$ cat src/rtl/l2_sync_reservation_pkg.sv
// Shared defines for the L2 load-reserved/store-conditional tracker.
// Operation encoding and perf event numbering.
package l2_sync_reservation_pkg;

  typedef enum logic [1:0] {
    SYNC_LOAD  = 2'd0,
    SYNC_STORE = 2'd1,
    STORE      = 2'd2,
    CLEAR      = 2'd3
  } sync_op_t;

  localparam int PERF_SYNC_FAIL  = 0;
  localparam int NUM_PERF_EVENTS = 1;

endpackage

$ cat src/rtl/l2_sync_reservation_if.sv
// Request/response bundle between the L2 pipeline and the reservation unit.
// master drives requests, slave returns SYNC_STORE results.
interface l2_sync_reservation_if
  import l2_sync_reservation_pkg::*;
#(
  parameter int ID_W   = 5,
  parameter int ADDR_W = 26
);

  logic              req_valid;
  sync_op_t          req_op;
  logic [ID_W-1:0]   req_id;
  logic [ADDR_W-1:0] req_line_addr;
  logic              rsp_valid;
  logic [ID_W-1:0]   rsp_id;
  logic              rsp_success;

  modport master (
    output req_valid,
    output req_op,
    output req_id,
    output req_line_addr,
    input  rsp_valid,
    input  rsp_id,
    input  rsp_success
  );

  modport slave (
    input  req_valid,
    input  req_op,
    input  req_id,
    input  req_line_addr,
    output rsp_valid,
    output rsp_id,
    output rsp_success
  );

endinterface

$ cat src/rtl/l2_sync_reservation_slot.sv
// One reservation slot: valid bit, line address, age counter
// and the address match against the current request.
module sync_reservation_slot #(
  parameter int ADDR_W         = 26,
  parameter int TIMEOUT_CYCLES = 0
) (
  input  logic              clk,
  input  logic              reset,
  input  logic              flush,
  input  logic              load,
  input  logic              inval,
  input  logic [ADDR_W-1:0] addr_in,
  output logic              valid,
  output logic              valid_next,
  output logic              match
);

  localparam int AGE_W =
    (TIMEOUT_CYCLES > 2) ? $clog2(TIMEOUT_CYCLES) : 1;
  localparam logic [AGE_W-1:0] AGE_LAST =
    AGE_W'((TIMEOUT_CYCLES > 0) ? TIMEOUT_CYCLES - 1 : 0);

  logic [ADDR_W-1:0] addr;
  logic [AGE_W-1:0]  age;
  logic              expire;

  assign match  = valid && (addr == addr_in);
  assign expire = (TIMEOUT_CYCLES > 0) && valid &&
                  (age == AGE_LAST);

  // flush beats a reload, a reload beats expiry
  always_comb begin
    valid_next = valid;
    if (flush)       valid_next = 1'b0;
    else if (load)   valid_next = 1'b1;
    else if (inval)  valid_next = 1'b0;
    else if (expire) valid_next = 1'b0;
  end

  always_ff @(posedge clk) begin
    if (!reset) begin
      valid <= 1'b0;
      addr  <= '0;
      age   <= '0;
    end else begin
      valid <= valid_next;
      if (load) begin
        addr <= addr_in;
        age  <= '0;
      end else if (!valid_next) begin
        age <= '0;
      end else if ((TIMEOUT_CYCLES > 0) &&
                   (age != AGE_LAST)) begin
        age <= age + 1'b1;
      end
    end
  end

endmodule

$ cat src/rtl/l2_sync_reservation.sv
// L2 reservation tracker for SYNC_LOAD/SYNC_STORE pairs,
// one slot per hardware thread, 1-cycle SYNC_STORE result.
module l2_sync_reservation
  import l2_sync_reservation_pkg::*;
#(
  parameter int NUM_REQUESTERS  = 32,
  parameter int LINE_ADDR_WIDTH = 26,
  parameter int TIMEOUT_CYCLES  = 0,
  localparam int ID_W  =
    (NUM_REQUESTERS > 1) ? $clog2(NUM_REQUESTERS) : 1,
  localparam int CNT_W = $clog2(NUM_REQUESTERS) + 1
) (
  input  logic                   clk,
  input  logic                   reset,
  l2_sync_reservation_if.slave   bus,
  input  logic                   flush_all,
  output logic [CNT_W-1:0]       active_count,
  output logic                   perf_sync_fail
);

  localparam int N = NUM_REQUESTERS;

  logic         is_load;
  logic         is_sstore;
  logic         is_store;
  logic         is_clear;
  logic         id_ok;
  logic         success;
  logic [N-1:0] sel;
  logic [N-1:0] load_v;
  logic [N-1:0] inval_v;
  logic [N-1:0] valid_v;
  logic [N-1:0] valid_nx;
  logic [N-1:0] match_v;
  logic [CNT_W-1:0] count_nx;

  always_comb begin
    is_load   = 1'b0;
    is_sstore = 1'b0;
    is_store  = 1'b0;
    is_clear  = 1'b0;
    if (bus.req_valid) begin
      unique case (1'b1)
        bus.req_op == SYNC_LOAD:  is_load   = 1'b1;
        bus.req_op == SYNC_STORE: is_sstore = 1'b1;
        bus.req_op == STORE:      is_store  = 1'b1;
        bus.req_op == CLEAR:      is_clear  = 1'b1;
        default: ;
      endcase
    end
  end

  assign id_ok = 32'(bus.req_id) < N;

  always_comb begin
    for (int i = 0; i < N; i++) begin
      sel[i] = id_ok && (bus.req_id == ID_W'(i));
    end
  end

  // evaluated against the old slot state
  assign success = |(sel & match_v);

  always_comb begin
    for (int i = 0; i < N; i++) begin
      load_v[i]  = is_load && sel[i];
      inval_v[i] = (is_sstore && success && match_v[i]) ||
                   (is_sstore && !success && sel[i]) ||
                   (is_store && match_v[i]) ||
                   (is_clear && sel[i]);
    end
  end

  for (genvar g = 0; g < N; g++) begin : g_slot
    sync_reservation_slot #(
      .ADDR_W         (LINE_ADDR_WIDTH),
      .TIMEOUT_CYCLES (TIMEOUT_CYCLES)
    ) u_slot (
      .clk        (clk),
      .reset      (reset),
      .flush      (flush_all),
      .load       (load_v[g]),
      .inval      (inval_v[g]),
      .addr_in    (bus.req_line_addr),
      .valid      (valid_v[g]),
      .valid_next (valid_nx[g]),
      .match      (match_v[g])
    );
  end

  always_comb begin
    count_nx = '0;
    for (int i = 0; i < N; i++) begin
      count_nx = count_nx + CNT_W'(valid_nx[i]);
    end
  end

  always_ff @(posedge clk) begin
    if (!reset) begin
      bus.rsp_valid   <= 1'b0;
      bus.rsp_id      <= '0;
      bus.rsp_success <= 1'b0;
      perf_sync_fail  <= 1'b0;
      active_count    <= '0;
    end else begin
      bus.rsp_valid   <= is_sstore;
      bus.rsp_id      <= bus.req_id;
      bus.rsp_success <= is_sstore && success;
      perf_sync_fail  <= is_sstore && !success;
      active_count    <= count_nx;
    end
  end

endmodule
$ cat src/flat_wrapper.sv
// flat-port wrapper written by rule: the top's interface ports become plain ports
module l2_sync_reservation_flat import l2_sync_reservation_pkg::*;
#(
  parameter int NUM_REQUESTERS  = 32,
  parameter int LINE_ADDR_WIDTH = 26,
  parameter int TIMEOUT_CYCLES  = 0,
  localparam int ID_W  =
    (NUM_REQUESTERS > 1) ? $clog2(NUM_REQUESTERS) : 1,
  localparam int CNT_W = $clog2(NUM_REQUESTERS) + 1
)
  (clk, reset, flush_all, active_count, perf_sync_fail, bus_req_valid, bus_req_op, bus_req_id, bus_req_line_addr, bus_rsp_valid, bus_rsp_id, bus_rsp_success);
  l2_sync_reservation_if bus_i ();
  input  logic clk;
  input  logic reset;
  input  logic flush_all;
  output logic [CNT_W-1:0] active_count;
  output logic perf_sync_fail;
  input wire logic [$bits(bus_i.req_valid)-1:0] bus_req_valid;
  input wire logic [$bits(bus_i.req_op)-1:0] bus_req_op;
  input wire logic [$bits(bus_i.req_id)-1:0] bus_req_id;
  input wire logic [$bits(bus_i.req_line_addr)-1:0] bus_req_line_addr;
  output wire logic [$bits(bus_i.rsp_valid)-1:0] bus_rsp_valid;
  output wire logic [$bits(bus_i.rsp_id)-1:0] bus_rsp_id;
  output wire logic [$bits(bus_i.rsp_success)-1:0] bus_rsp_success;
  assign bus_i.req_valid = bus_req_valid;
  assign bus_i.req_op = bus_req_op;
  assign bus_i.req_id = bus_req_id;
  assign bus_i.req_line_addr = bus_req_line_addr;
  assign bus_rsp_valid = bus_i.rsp_valid;
  assign bus_rsp_id = bus_i.rsp_id;
  assign bus_rsp_success = bus_i.rsp_success;
  l2_sync_reservation #(.NUM_REQUESTERS(NUM_REQUESTERS), .LINE_ADDR_WIDTH(LINE_ADDR_WIDTH), .TIMEOUT_CYCLES(TIMEOUT_CYCLES)) u_core (.clk(clk), .reset(reset), .bus(bus_i), .flush_all(flush_all), .active_count(active_count), .perf_sync_fail(perf_sync_fail));
endmodule
$ cat config.mk
export PLATFORM = sky130hd
export DESIGN_NAME = l2_sync_reservation_flat
export DESIGN_NICKNAME = d
export VERILOG_FILES = /design/src/rtl/l2_sync_reservation_pkg.sv /design/src/rtl/l2_sync_reservation_if.sv /design/src/rtl/l2_sync_reservation_slot.sv /design/src/rtl/l2_sync_reservation.sv /design/src/flat_wrapper.sv
export SDC_FILE = /design/constraint.sdc
export NUM_CORES = 2
export LEC_CHECK = 0
export BUFFER_PORTS_ARGS = -buffer_cell sky130_fd_sc_hd__buf_2
export CAP_MARGIN = 5
export CORE_UTILIZATION = 46
export CTS_BUF_LIST = sky130_fd_sc_hd__clkbuf_4
export CTS_CLUSTER_SIZE = 20
export DETAILED_ROUTE_END_ITERATION = 16
export PLACE_DENSITY_LB_ADDON = 0.15
export SLEW_MARGIN = 25
export SYNTH_ARGS = -nofsm -noshare
export SYNTH_HDL_FRONTEND = slang
export SYNTH_SLANG_ARGS = --single-unit
$ cat constraint.sdc
create_clock -name clk -period 21.8 [get_ports clk]
set_clock_uncertainty 0.1 [all_clocks]
set_input_delay 1.09 -clock clk [delete_from_list [all_inputs] [get_ports clk]]
set_output_delay 1.09 -clock clk [all_outputs]
set_load 0.01 [all_outputs]
==> impl_metrics.yaml <==
worst_setup_path:
  regToRegEndpoint: "u_core.active_count[4]$_SDFF_PN0_"
  crit_path_top_delay_cell: "sky130_fd_sc_hd__buf_4"
  worst-endpoint-required_ns: 22.74
  crit_path_start_kind: "primary input"
  setup.worst_path.class: "in2reg"
  worstSetupEndpointType: "flop"
  cell_seen_most_often_among_critical_path_stages: "sky130_fd_sc_hd__fa_1"
  timing.critical_path.fanout_max: 36
  crit_path_arrival_time_ns: 10.32
  crit_path_max_incr_delay_ns: 0.76
  worst-r2r-setup-slack_ns: 13.28
  reg2reg_from: "u_core.g_slot[4].u_slot.addr[21]$_SDFFE_PN0P_"
  reg2reg_depth: 26
layout:
  multi_input_comb_area_sq_um: 24600
  layout-drive-gt1-share_pct: 10.1
  design.final.nets: 5412
  areaGrowthSynthToFinish_pct: 7.74
  register_area_sq_um: 17600
  final.fill_count: 9308
  layout.cells.non_filler: 6787
  final_core_occ_pct: 50.2
clock_tree:
  tritoncts.num_buffers: 235
  cts.sink_count: 878
  htree_levels: 4
  cts_hold_repair.buffers: 0
  clk_root_buffer_cell: "sky130_fd_sc_hd__clkbuf_4"
  cts_resized: 0
  clkLatencyLatePin_ns: 1.17
  clk_path_buf_depth: 3
  tritoncts: "built"
  clkSlewWorstSetupHoldPaths_ns: 0.08
  postCtsSetupBuffers: 0
sta:
  period_needed_ns: 9.38
  finalHoldViolCount: 0
  setup_total_negative_slack_ns: 0
  max_freq_mhz: 107
  worst_slew_pin_slew_ns: 1.27
  final_setup_violation_count: 0
  post-route-period-util_pct: 43.0
  timing.slew.headroom_pct: 15.6
  unrepaired_setup_endpoints_after_global_routing: "false"
  final_max_slew_viol_count: 0
  hold-worst-slack_ns: 0.203
drt:
  drc_errors: 0
  route.antenna.remaining_nets: 0
  avgRoutedWirePerCell_um: 20.6
  drt_iter0_markers: 3346
  avgViaCountPerCell: 5.36
  detail_route.wirelength_um: 140000
  drt_first_pass_iters: 6
  dr_total_vias: 36388
placed_design:
  post-place-cells: 6371
  gpl.final_weighted_congestion: 0.895
  io_buffer_count: 50
  detailed_place_hpwl_um: 84000
yosys:
  synth-warning-count: 0
  number_of_flops_mapped_to_enable_cells_by_yosys: 0
  syn_area_sq_um: 44500
  postSynthNetCount: 5482
  synth_area_per_cell_sq_um: 8.22
  yosysSeqAreaShare_pct: 39.5
  synth.ff_latch_count: 878
  synth_top_area_share_pct: 39.5
  synth_area_leader_cell: "sky130_fd_sc_hd__dfxtp_1"
  synthFlopType: "sky130_fd_sc_hd__dfxtp_1"
  synth_cell_type_count: 60
  yosys-top-cells-area: "sky130_fd_sc_hd__dfxtp_1 (39%), sky130_fd_sc_hd__xnor2_1 (16%), sky130_fd_sc_hd__nand2_1 (15%)"
  cells_after_synth: 5413
  synth-async-reset-ratio_pct: 0
floorplanning:
  total_die_area_sq_um: 98000
  start_util_pct: 46.6
  fp.dieW_um: 313
  chipHeight_um: 313
  ports: 51
  floorplan.core_area_sq_um: 95400
  placement_rows: 113
grt:
  grt_antenna_before_repair: 8
  first_pass_grt_wire_length_um: 212000
  gr-total-overflow: 0
  groute.usage.overall_pct: 28.2
  grt_max_degree: 253
  vias_in_the_first_global_route: 34407
power:
  peakVddDrop_v: 0.0000526
  power-per-cell-area_nw_per_um2: 69.9
  p_leak_nw: 14.4
status:
  run_status: "finished clean"
job:
  maxCapViolCount: 0
worst_hold_path:
  timing.hold.worst_endpoint: "u_core.bus.rsp_id[0]$_SDFF_PN0_"
  hold_path_startpoint: "bus_req_id[0]"
  worstHoldPathCells: 2
  timing.hold.worst.class: "in2reg"
kinds of logic after synthesis:
group / after synthesis / synth area share, %
flip-flops: 878 / 39.5
AO/OA/AOI/OAI: 974 / 16.5
AND/OR/NAND/NOR: 2214 / 21.0
XOR/XNOR: 835 / 16.4
adder cells (fa/ha/maj): 32 / 1.30
buffers and inverters: 480 / 5.34
worst max-delay path, delay by kind of cell:
kind | cells | cell delay, ns
buf+inv | 6 | 1.50
simple gates | 6 | 2.27
xor+xnor | 2 | 0.24
fa+ha+maj | 9 | 3.91
compound gates | 5 | 1.27
placed cells by master, fill, tap and decap left out, types with 3 or more instances in the layout:
| cell | instances |
|---|---|
| sky130_fd_sc_hd__clkinv_4 | 4 |
| sky130_fd_sc_hd__buf_4 | 112 |
| sky130_fd_sc_hd__fa_1 | 24 |
| sky130_fd_sc_hd__nor2b_1 | 11 |
| sky130_fd_sc_hd__ha_1 | 8 |
| sky130_fd_sc_hd__a21o_1 | 3 |
| sky130_fd_sc_hd__buf_2 | 23 |
| sky130_fd_sc_hd__and2_1 | 24 |
| sky130_fd_sc_hd__nand2b_1 | 5 |
| sky130_fd_sc_hd__xor2_1 | 34 |
| sky130_fd_sc_hd__and3b_1 | 4 |
| sky130_fd_sc_hd__inv_2 | 3 |
| sky130_fd_sc_hd__dfxtp_1 | 878 |
| sky130_fd_sc_hd__nand3_1 | 51 |
| sky130_fd_sc_hd__nor4_1 | 54 |
| sky130_fd_sc_hd__a221oi_2 | 7 |
| sky130_fd_sc_hd__clkbuf_4 | 363 |
| sky130_fd_sc_hd__a32oi_1 | 15 |
| sky130_fd_sc_hd__nor2_1 | 60 |
| sky130_fd_sc_hd__o21a_1 | 7 |
| sky130_fd_sc_hd__diode_2 | 10 |
| sky130_fd_sc_hd__a21boi_0 | 832 |
| sky130_fd_sc_hd__a21oi_1 | 25 |
| sky130_fd_sc_hd__nor3_1 | 31 |
| sky130_fd_sc_hd__nand4_1 | 209 |
| sky130_fd_sc_hd__xnor2_1 | 801 |
| sky130_fd_sc_hd__nand3_2 | 5 |
| sky130_fd_sc_hd__inv_1 | 33 |
| sky130_fd_sc_hd__nor2_2 | 6 |
| sky130_fd_sc_hd__o211a_1 | 21 |
| sky130_fd_sc_hd__o21ai_0 | 24 |
| sky130_fd_sc_hd__clkinv_1 | 30 |
| sky130_fd_sc_hd__o211ai_1 | 13 |
| sky130_fd_sc_hd__nand2_1 | 1722 |
| sky130_fd_sc_hd__o21ai_1 | 9 |
| sky130_fd_sc_hd__and3_1 | 8 |
| sky130_fd_sc_hd__nand2_2 | 4 |
layout make-up:
class	instances	share of cell area (%)
Multi-Input combinational cell	4055	51.4
Sequential cell	878	36.7
Clock buffer	363	5.68
Tap cell	1265	3.30
Timing Repair Buffer	139	2.13
Clock inverter	43	0.527
Inverter	34	0.266
Antenna cell	10	0.0522
synth_stat cells, types with 13 or more instances:
master / count
sky130_fd_sc_hd__a21oi_1: 25
sky130_fd_sc_hd__o211ai_1: 13
sky130_fd_sc_hd__xor2_1: 34
sky130_fd_sc_hd__clkbuf_1: 326
sky130_fd_sc_hd__xnor2_1: 801
sky130_fd_sc_hd__nor2_1: 67
sky130_fd_sc_hd__buf_6: 48
sky130_fd_sc_hd__nor3_1: 31
sky130_fd_sc_hd__and2_1: 24
sky130_fd_sc_hd__buf_4: 51
sky130_fd_sc_hd__o21ai_0: 24
sky130_fd_sc_hd__nor4_1: 54
sky130_fd_sc_hd__a21boi_0: 832
sky130_fd_sc_hd__nand3_1: 56
sky130_fd_sc_hd__fa_1: 24
sky130_fd_sc_hd__buf_2: 17
sky130_fd_sc_hd__inv_1: 33
sky130_fd_sc_hd__a32oi_1: 15
sky130_fd_sc_hd__o211a_1: 21
sky130_fd_sc_hd__nand4_1: 209
sky130_fd_sc_hd__nand2_1: 1726
sky130_fd_sc_hd__dfxtp_1: 878
worst max path at each step:
stage	start	end	slack [ns]	cells after the start
2_1_floorplan	bus_req_id[3]	u_core.active_count[4]$_SDFF_PN0_	13.81	29
3_3_place_gp	bus_req_line_addr[16]	u_core.active_count[4]$_SDFF_PN0_	11.48	28
3_5_place_dp	bus_req_line_addr[25]	u_core.active_count[4]$_SDFF_PN0_	11.45	28
4_1_cts	bus_req_line_addr[25]	u_core.active_count[4]$_SDFF_PN0_	12.65	28
5_1_grt	bus_req_line_addr[25]	u_core.active_count[4]$_SDFF_PN0_	12.24	28
6_report	bus_req_line_addr[25]	u_core.active_count[4]$_SDFF_PN0_	12.42	28
where the power goes:
group	total, W	switching [W]	internal, W
registers	0.00161	0.00000258	0.00161
logic	0.000269	0.000179	0.0000900
clock network	0.00147	0.000702	0.000772
stage by stage:
step / setup WS, ns / total power, W / instance area [sq um]
after floorplan: 13.81 / 0.00184 / 44500
after global placement: 11.48 / 0.00191 / 44900
after detailed placement: 11.45 / 0.00191 / 44900
after CTS: 12.65 / 0.00339 / 47900
after global routing: 12.24 / 0.00349 / 47900
final: 12.42 / 0.00335 / 47900
state kept, by name, indices dropped and copies added (netlist names):
register and count:
u_core.bus.rsp_valid 1, u_core.active_count 6, u_core.bus.rsp_success 1, u_core.g_slot.u_slot.addr 832
u_core.perf_sync_fail 1, u_core.g_slot.u_slot.valid 32, u_core.bus.rsp_id 5
per-layer routing:
layer / part of all wire (%) / vias up / global-route usage [%]
li1: - / 17695 / -
met1: 46 / 17328 / 39.5
met2: 43 / 1115 / 41.8
met3: 7.3 / 246 / 6.14
met4: 3.1 / 4 / 11.2
met5: 0.018 / - / 0
No activity file was read; power rests on OpenSTA's default activity.
